### src/rtl/rtc_mcu_bus_sync_decoder_if.sv
// rtl/rtc_mcu_bus_sync_decoder_if.sv - MCU bus strobes in, qualified decode vectors out
interface rtc_mcu_bus_sync_decoder_if;
  logic        i_mcu_cs;
  logic        i_mcu_r_neg_w;
  logic [4:0]  i_mcu_addr;
  logic        o_cs;
  logic        o_r_neg_w;
  logic [30:0] rd_dec_addr;
  logic [30:0] wr_dec_addr;
  logic        o_addr_err;
  logic        o_glitch;

  modport master (
    output i_mcu_cs, i_mcu_r_neg_w, i_mcu_addr,
    input  o_cs, o_r_neg_w, rd_dec_addr, wr_dec_addr, o_addr_err, o_glitch
  );

  modport slave (
    input  i_mcu_cs, i_mcu_r_neg_w, i_mcu_addr,
    output o_cs, o_r_neg_w, rd_dec_addr, wr_dec_addr, o_addr_err, o_glitch
  );
endinterface

### src/rtl/rtc_mcu_bus_sync_decoder.sv
// rtl/rtc_mcu_bus_sync_decoder.sv - resynchronise MCU strobes, filter cs, latch and decode one access
module rtc_mcu_bus_sync_decoder #(
  parameter int SYNC_STAGES = 2,
  parameter int FILTER_LEN  = 2
) (
  input logic                       i_sys_clk,
  input logic                       i_reset,
  rtc_mcu_bus_sync_decoder_if.slave bus
);
  typedef enum logic [1:0] {IDLE = 2'd0, QUAL = 2'd1, ACTIVE = 2'd2} state_t;

  state_t state_q, state_d;
  logic [3:0] cnt_q, cnt_d;
  logic [SYNC_STAGES-1:0][6:0] sync_q, sync_d;
  logic       rnw_l_q, rnw_l_d;
  logic [4:0] addr_l_q, addr_l_d;
  logic        o_cs_q, o_cs_d;
  logic        o_r_neg_w_q, o_r_neg_w_d;
  logic [30:0] rd_q, rd_d;
  logic [30:0] wr_q, wr_d;
  logic        addr_err_q, addr_err_d;
  logic        glitch_q, glitch_d;
  logic [30:0] onehot;

  logic       cs_s, rnw_s;
  logic [4:0] addr_s;
  assign {cs_s, rnw_s, addr_s} = sync_q[SYNC_STAGES-1];

  always_ff @(posedge i_sys_clk or posedge i_reset) begin
    if (i_reset) begin
      state_q     <= IDLE;
      cnt_q       <= '0;
      sync_q      <= '0;
      rnw_l_q     <= 1'b0;
      addr_l_q    <= '0;
      o_cs_q      <= 1'b0;
      o_r_neg_w_q <= 1'b0;
      rd_q        <= '0;
      wr_q        <= '0;
      addr_err_q  <= 1'b0;
      glitch_q    <= 1'b0;
    end else begin
      state_q     <= state_d;
      cnt_q       <= cnt_d;
      sync_q      <= sync_d;
      rnw_l_q     <= rnw_l_d;
      addr_l_q    <= addr_l_d;
      o_cs_q      <= o_cs_d;
      o_r_neg_w_q <= o_r_neg_w_d;
      rd_q        <= rd_d;
      wr_q        <= wr_d;
      addr_err_q  <= addr_err_d;
      glitch_q    <= glitch_d;
    end
  end

  // Every bus bit runs through its own chain; element 0 is the first capture stage.
  always_comb begin
    sync_d   = {sync_q[SYNC_STAGES-2:0], {bus.i_mcu_cs, bus.i_mcu_r_neg_w, bus.i_mcu_addr}};
    state_d  = state_q;
    cnt_d    = cnt_q;
    rnw_l_d  = rnw_l_q;
    addr_l_d = addr_l_q;
    case (state_q)
      IDLE: begin
        if (cs_s) begin
          if (FILTER_LEN == 1) begin
            state_d  = ACTIVE;
            rnw_l_d  = rnw_s;
            addr_l_d = addr_s;
          end else begin
            state_d = QUAL;
            cnt_d   = 4'd1;
          end
        end
      end
      QUAL: begin
        if (!cs_s) begin
          state_d = IDLE;
          cnt_d   = '0;
        end else if (({1'b0, cnt_q} + 5'd1) == 5'(FILTER_LEN)) begin
          state_d  = ACTIVE;
          cnt_d    = '0;
          rnw_l_d  = rnw_s;
          addr_l_d = addr_s;
        end else begin
          cnt_d = cnt_q + 4'd1;
        end
      end
      ACTIVE: begin
        if (!cs_s) begin
          state_d = IDLE;
        end
      end
      default: begin
        state_d = IDLE;
        cnt_d   = '0;
      end
    endcase
  end

  // Outputs look ahead to the next state so they register in the same edge as the transition.
  always_comb begin
    o_cs_d      = (state_d == ACTIVE);
    o_r_neg_w_d = o_cs_d && rnw_l_d;
    addr_err_d  = o_cs_d && (addr_l_d == 5'd31);
    onehot      = (addr_l_d == 5'd31) ? 31'd0 : (31'd1 << addr_l_d);
    rd_d        = (o_cs_d && rnw_l_d)  ? onehot : 31'd0;
    wr_d        = (o_cs_d && !rnw_l_d) ? onehot : 31'd0;
    glitch_d    = (state_q == QUAL) && !cs_s;
  end

  assign bus.o_cs        = o_cs_q;
  assign bus.o_r_neg_w   = o_r_neg_w_q;
  assign bus.rd_dec_addr = rd_q;
  assign bus.wr_dec_addr = wr_q;
  assign bus.o_addr_err  = addr_err_q;
  assign bus.o_glitch    = glitch_q;
endmodule

### src/flat_wrapper.sv
// flat-port wrapper written by rule: the top's interface ports become plain ports
module rtc_mcu_bus_sync_decoder_flat 
#(
  parameter int SYNC_STAGES = 2,
  parameter int FILTER_LEN  = 2
)
  (i_sys_clk, i_reset, bus_i_mcu_cs, bus_i_mcu_r_neg_w, bus_i_mcu_addr, bus_o_cs, bus_o_r_neg_w, bus_rd_dec_addr, bus_wr_dec_addr, bus_o_addr_err, bus_o_glitch);
  rtc_mcu_bus_sync_decoder_if bus_i ();
  input logic i_sys_clk;
  input logic i_reset;
  input wire logic [$bits(bus_i.i_mcu_cs)-1:0] bus_i_mcu_cs;
  input wire logic [$bits(bus_i.i_mcu_r_neg_w)-1:0] bus_i_mcu_r_neg_w;
  input wire logic [$bits(bus_i.i_mcu_addr)-1:0] bus_i_mcu_addr;
  output wire logic [$bits(bus_i.o_cs)-1:0] bus_o_cs;
  output wire logic [$bits(bus_i.o_r_neg_w)-1:0] bus_o_r_neg_w;
  output wire logic [$bits(bus_i.rd_dec_addr)-1:0] bus_rd_dec_addr;
  output wire logic [$bits(bus_i.wr_dec_addr)-1:0] bus_wr_dec_addr;
  output wire logic [$bits(bus_i.o_addr_err)-1:0] bus_o_addr_err;
  output wire logic [$bits(bus_i.o_glitch)-1:0] bus_o_glitch;
  assign bus_i.i_mcu_cs = bus_i_mcu_cs;
  assign bus_i.i_mcu_r_neg_w = bus_i_mcu_r_neg_w;
  assign bus_i.i_mcu_addr = bus_i_mcu_addr;
  assign bus_o_cs = bus_i.o_cs;
  assign bus_o_r_neg_w = bus_i.o_r_neg_w;
  assign bus_rd_dec_addr = bus_i.rd_dec_addr;
  assign bus_wr_dec_addr = bus_i.wr_dec_addr;
  assign bus_o_addr_err = bus_i.o_addr_err;
  assign bus_o_glitch = bus_i.o_glitch;
  rtc_mcu_bus_sync_decoder #(.SYNC_STAGES(SYNC_STAGES), .FILTER_LEN(FILTER_LEN)) u_core (.i_sys_clk(i_sys_clk), .i_reset(i_reset), .bus(bus_i));
endmodule
### config.mk
export PLATFORM = sky130hd
export DESIGN_NAME = rtc_mcu_bus_sync_decoder_flat
export DESIGN_NICKNAME = d
export VERILOG_FILES = /design/src/rtl/rtc_mcu_bus_sync_decoder_if.sv /design/src/rtl/rtc_mcu_bus_sync_decoder.sv /design/src/flat_wrapper.sv
export SDC_FILE = /design/constraint.sdc
export NUM_CORES = 1
export LEC_CHECK = 0
export CORE_AREA = 2 2 153 118
export DETAILED_ROUTE_END_ITERATION = 6
export DIE_AREA = 0 0 155 120
export PLACE_DENSITY = 0.48
export SLEW_MARGIN = 10
export SYNTH_ARGS = -nofsm -noshare
export SYNTH_HDL_FRONTEND = slang
export SYNTH_SLANG_ARGS = --single-unit
export TNS_END_PERCENT = 10
### constraint.sdc
create_clock -name i_sys_clk -period 3.9 [get_ports i_sys_clk]
set_input_delay 0.78 -clock i_sys_clk [delete_from_list [all_inputs] [get_ports i_sys_clk]]
set_output_delay 0.78 -clock i_sys_clk [all_outputs]
set_load 0.02 [all_outputs]
## After elaboration in Yosys (flattened, before gate mapping)

Index checks and enable logic that the tools add are counted.

- Add/subtract/negate cells: 2
- Equal/unequal tests: 6
- Shift operators: 1
- Muxes and demuxes: 18
- Bitwise logic cells: 1
- Reduce and logical (&&, ||, !) cells: 8

Operators by type and width:

| operator | number |
|---|---|
| 2-to-1 mux 31 bit | 3 |
| left shift 1 x 5 -> 31 bit, first input constant | 1 |
| 2-to-1 mux 5 bit | 3 |
| 2-to-1 mux 4 bit | 3 |
| one-hot mux 4 bit (3 select lines) | 1 |
| 2-to-1 mux 2 bit | 4 |
| one-hot mux 2 bit (3 select lines) | 1 |
| adder 4 x 1 -> 5 bit, second input constant | 1 |
| == test 5 x 2 -> 1 bit, second input constant | 1 |
| == test 5 bit, second input constant | 1 |
| adder 4 x 1 -> 4 bit, second input constant | 1 |
| == test 2 bit, second input constant | 2 |
| logical AND 1 bit | 4 |
| 2-to-1 mux 1 bit | 3 |
| == test 2 x 1 -> 1 bit, second input constant | 1 |
| logical NOT 1 bit | 2 |
| logical NOT 2 bit | 1 |
| != test 2 x 1 -> 1 bit, second input constant | 1 |
| AND reduction 2 bit | 1 |
| NOT 1 bit | 1 |

- Flip-flop bits (word level): 92
- Input bits: 9
- Output and inout port bits: 66
- Logic and storage cells: 48

## Depth between registers and ports, before layout

- Word-level depth: 8
- Mapped depth: 7
- Gate-level depth less buffers: 6

## Worst setup path before layout

Ideal clock, no wire load.

- Kind: reg2reg
- Start: reg u_core.cnt_q[0]
- End: reg u_core.addr_err_q, in the netlist u_core.bus.o_addr_err
- Library setup time: 0.087 ns
- Data arrival time: 1.569 ns
- Data required time: 3.813 ns
- Path slack: 2.244 ns
- Stages on the path, launching flop included: 6
- Buffers on the path: 0
- Period minus slack after synthesis: 1.656 ns
- Cell sequence: dfrtp_1 ha_1 nor2_1 a21oi_1 or4_1 a22oi_1

- Longest elaborated chain between the ends: 7
- Elaborated cells on any way between the ends: 11
- Classes of those cells: 1 x add/sub; 3 x eq/ne; 6 x mux; 1 x reduce/logical

RTL lines:

| item | line | RTL |
|---|---|---|
| start: declaration | rtc_mcu_bus_sync_decoder.sv:13 | `logic [3:0] cnt_q, cnt_d;` |
| start signal: assignment | rtc_mcu_bus_sync_decoder.sv:44 | `cnt_q <= cnt_d;` |
| adder 4 x 1 -> 5 bit (*) | rtc_mcu_bus_sync_decoder.sv:81 | `end else if (({1'b0, cnt_q} + 5'd1) == 5'(FILTER_LEN)) begin` |
| == test 5 x 2 -> 1 bit (*) | rtc_mcu_bus_sync_decoder.sv:81 |  |
| 2-to-1 mux 2 bit or 2-to-1 mux 5 bit (tied branches) | rtc_mcu_bus_sync_decoder.sv:81 |  |
| 2-to-1 mux 2 bit or 2-to-1 mux 5 bit (tied branches) | rtc_mcu_bus_sync_decoder.sv:78 | `if (!cs_s) begin` |
| one-hot mux 2 bit (3 select lines) or 2-to-1 mux 5 bit (tied branches) | rtc_mcu_bus_sync_decoder.sv:64 | `case (state_q)` |
| == test 2 bit or == test 5 bit (tied branches) | rtc_mcu_bus_sync_decoder.sv:104, rtc_mcu_bus_sync_decoder.sv:106 |  |
| logical AND 1 bit (*) | rtc_mcu_bus_sync_decoder.sv:106 | `addr_err_d = o_cs_d && (addr_l_d == 5'd31);` |
| named net u_core.addr_err_d | rtc_mcu_bus_sync_decoder.sv:21 | `logic addr_err_q, addr_err_d;` |
| end signal: assignment | rtc_mcu_bus_sync_decoder.sv:52 | `addr_err_q <= addr_err_d;` |
| end: declaration | rtc_mcu_bus_sync_decoder.sv:21 |  |

Mark *: on every way through the listed nets, which the timed path passes. The rest lies on a longest branch.
A chain may end at the register's enable or synchronous reset.

## Final worst setup path

- Start: reg u_core.cnt_q[0]
- End: reg u_core.rd_q[21], in the netlist u_core.bus.rd_dec_addr[21]

- Longest elaborated chain between the ends: 8
- Elaborated cells on any way between the ends: 17
- Classes of those cells: 1 x add/sub; 3 x eq/ne; 1 x shift; 11 x mux; 1 x reduce/logical

RTL lines:

| item | line | RTL |
|---|---|---|
| adder 4 x 1 -> 5 bit (*) | rtc_mcu_bus_sync_decoder.sv:81 |  |
| == test 5 x 2 -> 1 bit (*) | rtc_mcu_bus_sync_decoder.sv:81 |  |
| 2-to-1 mux 5 bit or 2-to-1 mux 2 bit (tied branches) | rtc_mcu_bus_sync_decoder.sv:81 |  |
| 2-to-1 mux 5 bit or 2-to-1 mux 2 bit (tied branches) | rtc_mcu_bus_sync_decoder.sv:78 |  |
| 2-to-1 mux 5 bit or one-hot mux 2 bit (3 select lines) (tied branches) | rtc_mcu_bus_sync_decoder.sv:64 |  |
| == test 5 bit, or another cell as far along | rtc_mcu_bus_sync_decoder.sv:107 | `onehot = (addr_l_d == 5'd31) ? 31'd0 : (31'd1 << addr_l_d);` |
| 2-to-1 mux 31 bit or logical AND 1 bit (tied branches) | rtc_mcu_bus_sync_decoder.sv:107, rtc_mcu_bus_sync_decoder.sv:108 |  |
| 2-to-1 mux 31 bit (*) | rtc_mcu_bus_sync_decoder.sv:108 | `rd_d = (o_cs_d && rnw_l_d) ? onehot : 31'd0;` |
| named net u_core.rd_d[21] | rtc_mcu_bus_sync_decoder.sv:19 | `logic [30:0] rd_q, rd_d;` |
| end signal: assignment | rtc_mcu_bus_sync_decoder.sv:50 | `rd_q <= rd_d;` |
| end: declaration | rtc_mcu_bus_sync_decoder.sv:19 |  |

Marks and branches as above.

==> results.rst <==
.. list-table::
   :header-rows: 1

   * - Metric
     - Value
   * - Sum of overflow across all layers after global routing
     - 0
   * - Area of the placeable core
     - 17,200 µm²
   * - Number of antenna diodes
     - 0
   * - Minimum clock period
     - 2.50 ns
   * - Total number of vias
     - about 3,200
   * - Combined global-route utilization of all metal layers
     - 12.7%
   * - Net count after synthesis
     - around 420
   * - Clock skew after layout
     - 0.00764 ns
   * - Remaining antenna violation count
     - 0
   * - Antenna violations before repair
     - 0
   * - Worst hold endpoint
     - u_core.addr_s[2]$_DFF_PP0_
   * - Critical path data required time
     - 4.07 ns
   * - Leading cell types in the layout, fill and taps excluded
     - dfrtp_1, clkdlybuf4s50_1, a211oi_1
   * - Vertical die dimension
     - 120 µm
   * - Endpoints failing setup
     - 0
   * - Startpoint of the worst-slack reg-to-reg timing path
     - u_core.cnt_q[0]$_DFFE_PP0P_
   * - Transition time at the pin with the least slew margin
     - 1.04 ns
   * - Ratio of cells with drive above 1 in the final layout
     - 8.06%
   * - Total wire length
     - 11.1 mm
   * - Number of standard cells in the final layout excluding fillers
     - between 600 and 700
   * - Startpoint-to-endpoint class of the critical path
     - reg -> reg
   * - DR WL/cell
     - ~16 µm
   * - CTS tree
     - built
   * - Tightest Hold Check Type
     - reg -> reg
   * - Post-route cell area
     - between 5000 and 6000 µm²
   * - Remaining DRCs
     - 0
   * - Clk pin slew, worst setup/hold paths
     - approximately 0.070 ns
   * - Number of enable flip-flop cells after synthesis
     - 0
   * - Power, Total
     - 2.80 mW
   * - Dominant synthesized flop cell
     - dfrtp_1
   * - Total cell area at the placement stage
     - 5030 µm²
   * - Buffers added on ports
     - 74
   * - Latest clock arrival within the worst-skew pair
     - 0.34 ns
   * - First-pass GRT wire length
     - 18.4 mm
   * - Portion of the post-synthesis area used by sequential elements
     - 55.0%
   * - Via-per-instance ratio
     - between 4 and 5
   * - Achievable Freq
     - 399 MHz
   * - Number of failing hold endpoints at the final stage
     - 0
   * - Placed Cells incl. Taps
     - 663
   * - Yosys warns
     - 0
   * - Maximum number of buffers from clock root to sink
     - 2
   * - Run status
     - finished, final reports clean
   * - Tightest slew margin relative to the limit
     - 30.6%
   * - Mean post-synth cell area
     - between 10 and 15 µm²
   * - Number of cells on the worst hold path
     - 0
   * - Number of cells upsized or downsized after cts
     - 0
   * - Most frequent standard cell in the layout excluding fill and tap cells
     - dfrtp_1
   * - Sort of element at the end of the critical path
     - register
   * - Hold buffer count at cts
     - 0
   * - Largest fanout of any net on the critical path
     - 34
   * - Total I/O pin count
     - 75
   * - Arrival time of the worst setup path
     - between 2 and 3 ns
   * - Post-CTS Repair Setup Buffers
     - 0
   * - FFs w/ async S/R, synth
     - 100%
   * - Growth of design area from synthesis to finish
     - 27.5%
   * - Final cycle utilization of the critical path
     - 64.2%
   * - Pins Over Slew Limit
     - 0
   * - Register-to-Register Path Depth
     - 7
   * - Length of the first detailed-routing pass in iterations
     - 5
   * - Startpoint of the tightest hold check path
     - u_core.sync_d[9]$_DFF_PP0_
   * - Static leakage power
     - 1.97 nW
   * - Vias in the first global route
     - around 3,200
   * - Overall die area
     - 18,600 µm²
   * - Net count, final
     - 465
   * - Worst-case register-to-register setup slack
     - 1.40 ns
   * - Setup tns final
     - 0 ns
   * - Number of H-tree levels
     - 3
   * - Setup repair after global routing missed its margin
     - false
   * - Total power density per cell area
     - 526 nW/µm²
   * - Mapped cell area
     - between 4000 and 5000 µm²
   * - Cell Rows
     - 42
   * - Clock root cell
     - clkbuf_16
   * - First DRT Iteration DRCs
     - 324
   * - Cts bufs inserted
     - 9
   * - IR Drop Worst-Case VDD
     - 0.256 mV
   * - Gpl congestion
     - roughly 0.87
   * - Total number of clock tree sinks
     - 92
   * - Nature of the critical path startpoint
     - register
   * - MaxCap Viol Count
     - 0
   * - Number of filler cells placed in the layout
     - 1,762
   * - Effective utilization at floorplan
     - between 20 and 25%
   * - Horizontal die dimension
     - between 150 and 200 µm
   * - Post-synthesis sequential element count
     - 92
   * - Post-detailed-placement half-perimeter wirelength
     - 7.93 mm
   * - Largest net degree at the start of global routing
     - 64
   * - Reg-to-Reg End
     - u_core.bus.rd_dec_addr[21]$_DFF_PP0_
   * - Number of different library cells in the post-synthesis netlist
     - 42
   * - Post-Synthesis Cells
     - 407
==> stage by stage <==
| step | hold WS (ns) | setup WS (ns) | utilization [%] |
|---|---|---|---|
| 2_1_floorplan | 0.331 | 0.728 | - |
| 3_3_place_gp | 0.335 | 1.57 | 29.3 |
| 3_5_place_dp | 0.335 | 1.40 | 29.3 |
| 4_1_cts | 0.356 | 1.38 | 31.1 |
| 5_1_grt | 0.356 | 1.22 | 31.1 |
| 6_report | 0.351 | 1.40 | 31.1 |
==> registers in the layout, indices dropped and copies added (netlist names) <==
name and count:
u_core.addr_l_q 5, u_core.addr_s 5, u_core.bus.o_addr_err 1, u_core.bus.o_cs 1, u_core.bus.o_glitch 1, u_core.bus.o_r_neg_w 1
u_core.bus.rd_dec_addr 31, u_core.bus.wr_dec_addr 31, u_core.cnt_q 4, u_core.cs_s 1, u_core.rnw_l_q 1, u_core.rnw_s 1
u_core.state_q 2, u_core.sync_d 7
==> cells in the mapped netlist, drive strengths merged, types with 2 or more instances <==
cell	n	area [µm²]
nand4	31	194
ha	2	25.0
a21oi	2	10.0
o21ai	36	180
nor3b	4	41.3
dfrtp	92	2300
nand3	7	40.0
a211oi	62	465
or3b	2	17.5
or3	2	12.5
inv	4	15.0
nand3b	10	75.1
nor3	20	100
a41oi	2	43.8
buf	22	125
clkbuf	22	87.6
mux2	5	56.3
or2	2	12.5
nor2	48	180
nand2	8	32.5
nand2b	13	81.3
==> cell families after synthesis <==
group	Yosys count	synth area share, %
flops	92	55.0
simple gates	151	19.6
compound gates	107	17.6
xor+xnor	1	0.209
fa+ha+maj	2	0.598
buf+inv	48	5.44
mux	6	1.58
==> report_power, final <==
group / total, mW / internal [mW] / switching [mW]
logic: 0.762 / 0.239 / 0.524
registers: 1.17 / 1.03 / 0.143
clock network: 0.872 / 0.515 / 0.357
==> area by class of cell <==
class                      count  area [µm²]  area share, %
clock buffer                  11         243           4.55
clock inverter                 5        58.8           1.10
inverter                       4        16.3          0.305
multi-input combinational    267        1660           31.0
sequential                    92        2300           43.1
tap                          220         275           5.16
timing repair buffer          80         786           14.7
==> layer usage <==
layer	global-route usage, %	vias up	share of wire (%)
met5	0	-	0
met4	3.13	0	0.78
met3	3.32	8	7.0
met2	16.8	100	40
met1	20.2	1539	52
li1	-	1588	-
==> worst max-delay path by stage <==
stage | slack, ns | start | endpoint
2_1_floorplan | 0.73 | i_reset | u_core.addr_l_q[0]$_DFF_PP0_
3_3_place_gp | 1.57 | u_core.cnt_q[0]$_DFFE_PP0P_ | u_core.bus.rd_dec_addr[13]$_DFF_PP0_
3_5_place_dp | 1.40 | u_core.cnt_q[0]$_DFFE_PP0P_ | u_core.bus.rd_dec_addr[26]$_DFF_PP0_
4_1_cts | 1.38 | u_core.cnt_q[0]$_DFFE_PP0P_ | u_core.bus.rd_dec_addr[26]$_DFF_PP0_
5_1_grt | 1.22 | u_core.cnt_q[0]$_DFFE_PP0P_ | u_core.bus.rd_dec_addr[26]$_DFF_PP0_
6_report | 1.40 | u_core.cnt_q[0]$_DFFE_PP0P_ | u_core.bus.rd_dec_addr[21]$_DFF_PP0_
==> worst max-delay path, stage by stage, from the launching register on <==
cell      delay [ns]
dfrtp_1         0.44
ha_1            0.27
nor2_1          0.08
a21o_1          0.15
buf_4           0.23
a41oi_2         0.68
buf_4           0.36
a211oi_1        0.09
(Power assumes the default switching activity.)
==> RTL change, RTL diff (same flow settings) <==
The 3 states of `state_t` get a one-hot encoding in 3 bits.
--- a/src/rtl/rtc_mcu_bus_sync_decoder.sv
+++ b/src/rtl/rtc_mcu_bus_sync_decoder.sv
@@ -9,3 +9,3 @@
 );
-  typedef enum logic [1:0] {IDLE = 2'd0, QUAL = 2'd1, ACTIVE = 2'd2} state_t;
+  typedef enum logic [2:0] {IDLE = 3'b001, QUAL = 3'b010, ACTIVE = 3'b100} state_t;
 
Function: no difference found for any inputs over 10 cycles, from zero or initial values and one cycle with i_reset high; not proved beyond that.
==> RTL change against the unedited design <==
  * Critical path depth decreased by 2
  * Count of clock-buffer cells in the layout decreased by 2
  * Routed wire length decreased by 17%
  * Setup slack improved by 0.024 ns
  * Sequential cell count increased by 1
  * Final area decreased by 7.9%
  * Core utilization decreased by 2.5 points
  * Area after synthesis decreased by 12%
  * Critical endpoint is now u_core.bus.wr_dec_addr[7]
Power is not compared: it rests on default switching activity, and its combinational part moved more than twofold at a synthesized area within 25%.
==> RTL change: results (changes against the unedited design) <==
- The pin count of the biggest net entering global routing is 43 (was 64).
- The global routing usage on met1 is 14.9% (was 20.2%).
- The worst slack at placement is 1.42 ns (was 1.40 ns).
- The transition time at the pin with the least slew margin is 0.846 ns (was 1.04 ns).
- Commonest cells post-synth: 92 x sky130_fd_sc_hd__dfrtp_1, 62 x sky130_fd_sc_hd__nor2_1, 20 x sky130_fd_sc_hd__nor3_1 (was 92 x sky130_fd_sc_hd__dfrtp_1, 62 x sky130_fd_sc_hd__a211oi_1, 48 x sky130_fd_sc_hd__nor2_1).
- The clock root buffer is sky130_fd_sc_hd__clkbuf_16 (unchanged).
- The fraction of layout cells with a size suffix above 1 is 11.6% (was 8.06%).
- The count of TritonRoute iterations in the first routing pass came to 4 (was 5).
- The global-route usage over all layers was 10.5% (was 12.7%).
- The register area share after synthesis came to 63.4% (was 55.0%).
- The number of nets produced by synthesis is 322 (was 418).
- The post-synthesis average cell area is 11.8 um2 (was 10.3 um2).
- The maximum fanout count along the critical path is 24 (was 34).
- The global placement routability congestion is 0.830 (was 0.872).
- The endpoint arrival time on the critical path was 2.68 ns (was 2.67 ns).
- The kind of cell with the highest combined delay on the critical path is simple AND/OR/NAND/NOR gates (was compound AO/OA/AOI/OAI gates).
- The final worst clock skew is 0.00970 ns (was 0.00764 ns).
- Outcome: complete, no violations (unchanged).
- The slowest stage cell on the critical path is sky130_fd_sc_hd__mux2i_1 (was sky130_fd_sc_hd__a41oi_2).
- The initial DRC count was 123 (was 324).
- The met3 routing resource usage after global routing is 3.65% (was 3.32%).
- The number of sinks handled by clock tree synthesis came to 93 (was 92).
- The longest individual stage delay on the worst path is 0.62 ns (was 0.68 ns).
- The cell total after placement is 593 (was 663).
- The number of distinct library cells after synthesis was 41 (was 42).
- Synth top area cells: sky130_fd_sc_hd__dfrtp_1 63%, sky130_fd_sc_hd__nor2_1 6.3%, sky130_fd_sc_hd__mux2_2 4.3%, sky130_fd_sc_hd__nor3_1 2.7%, sky130_fd_sc_hd__mux2i_1 2.5% (was sky130_fd_sc_hd__dfrtp_1 55%, sky130_fd_sc_hd__a211oi_1 11%, sky130_fd_sc_hd__nand4_1 4.6%, sky130_fd_sc_hd__nor2_1 4.3%, sky130_fd_sc_hd__o21ai_0 4.2%).
- The via count is 2532 (was 3235).
- The met2 track demand over resource in global routing is 14.6% (was 16.8%).
[RTL change: path summary, 6_finish.rpt]
kind	startpoint	to	slack (ns)	depth (start not counted)
worst min-delay path	u_core.sync_d[13]	u_core.cs_s	0.35	0
worst max-delay path	u_core.state_q[2]	u_core.bus.wr_dec_addr[7]	1.42	5
min in group asynchronous	i_reset	u_core.bus.wr_dec_addr[23]	0.85	2
max in group asynchronous	i_reset	u_core.state_q[0]	2.20	3
worst min register to register	u_core.sync_d[13]	u_core.cs_s	0.35	0
worst max register to register	u_core.state_q[2]	u_core.bus.wr_dec_addr[7]	1.42	5
[RTL change: through the flow]
step                total power, mW  util [%]
floorplan                      1.33         -
global placement               1.43      26.8
detailed placement             1.44      26.8
CTS                            2.31      28.6
global route                   2.39      28.6
finish                         2.28      28.6
[RTL change: cell type report]
cell class                      count  area, um2
Clock inverter                      7       75.1
Inverter                            7       27.5
Tap cell                          220        275
Clock buffer                        9        225
Sequential cell                    93       2330
Timing Repair Buffer               76        756
Multi-Input combinational cell    197       1230
Fill cell                        1731      12300
[RTL change: kinds of logic after synthesis]
| group | share of synthesized area, % |
|---|---|
| multiplexers | 6.74 |
| AO/OA/AOI/OAI | 6.20 |
| buffers and inverters | 3.24 |
| flip-flops | 63.4 |
| AND/OR/NAND/NOR | 19.5 |
| adder cells (fa/ha/maj) | 0.681 |
| XOR/XNOR | 0.238 |
[RTL change: per-layer routing]
layer,up-vias,wire length (um),part of all wire (%)
met4,0,102,1.1
li1,1204,-,-
met3,9,670,7.2
met5,-,0,0
met1,1232,4510,48
met2,87,4030,43
[RTL change: power by group through the flow]
stage,clock (mW),combinational (mW),sequential (mW)
2_1_floorplan,0,0.277,1.05
3_3_place_gp,0,0.309,1.13
3_5_place_dp,0,0.309,1.13
4_1_cts,0.893,0.312,1.11
5_1_grt,0.928,0.345,1.12
6_report,0.859,0.307,1.11
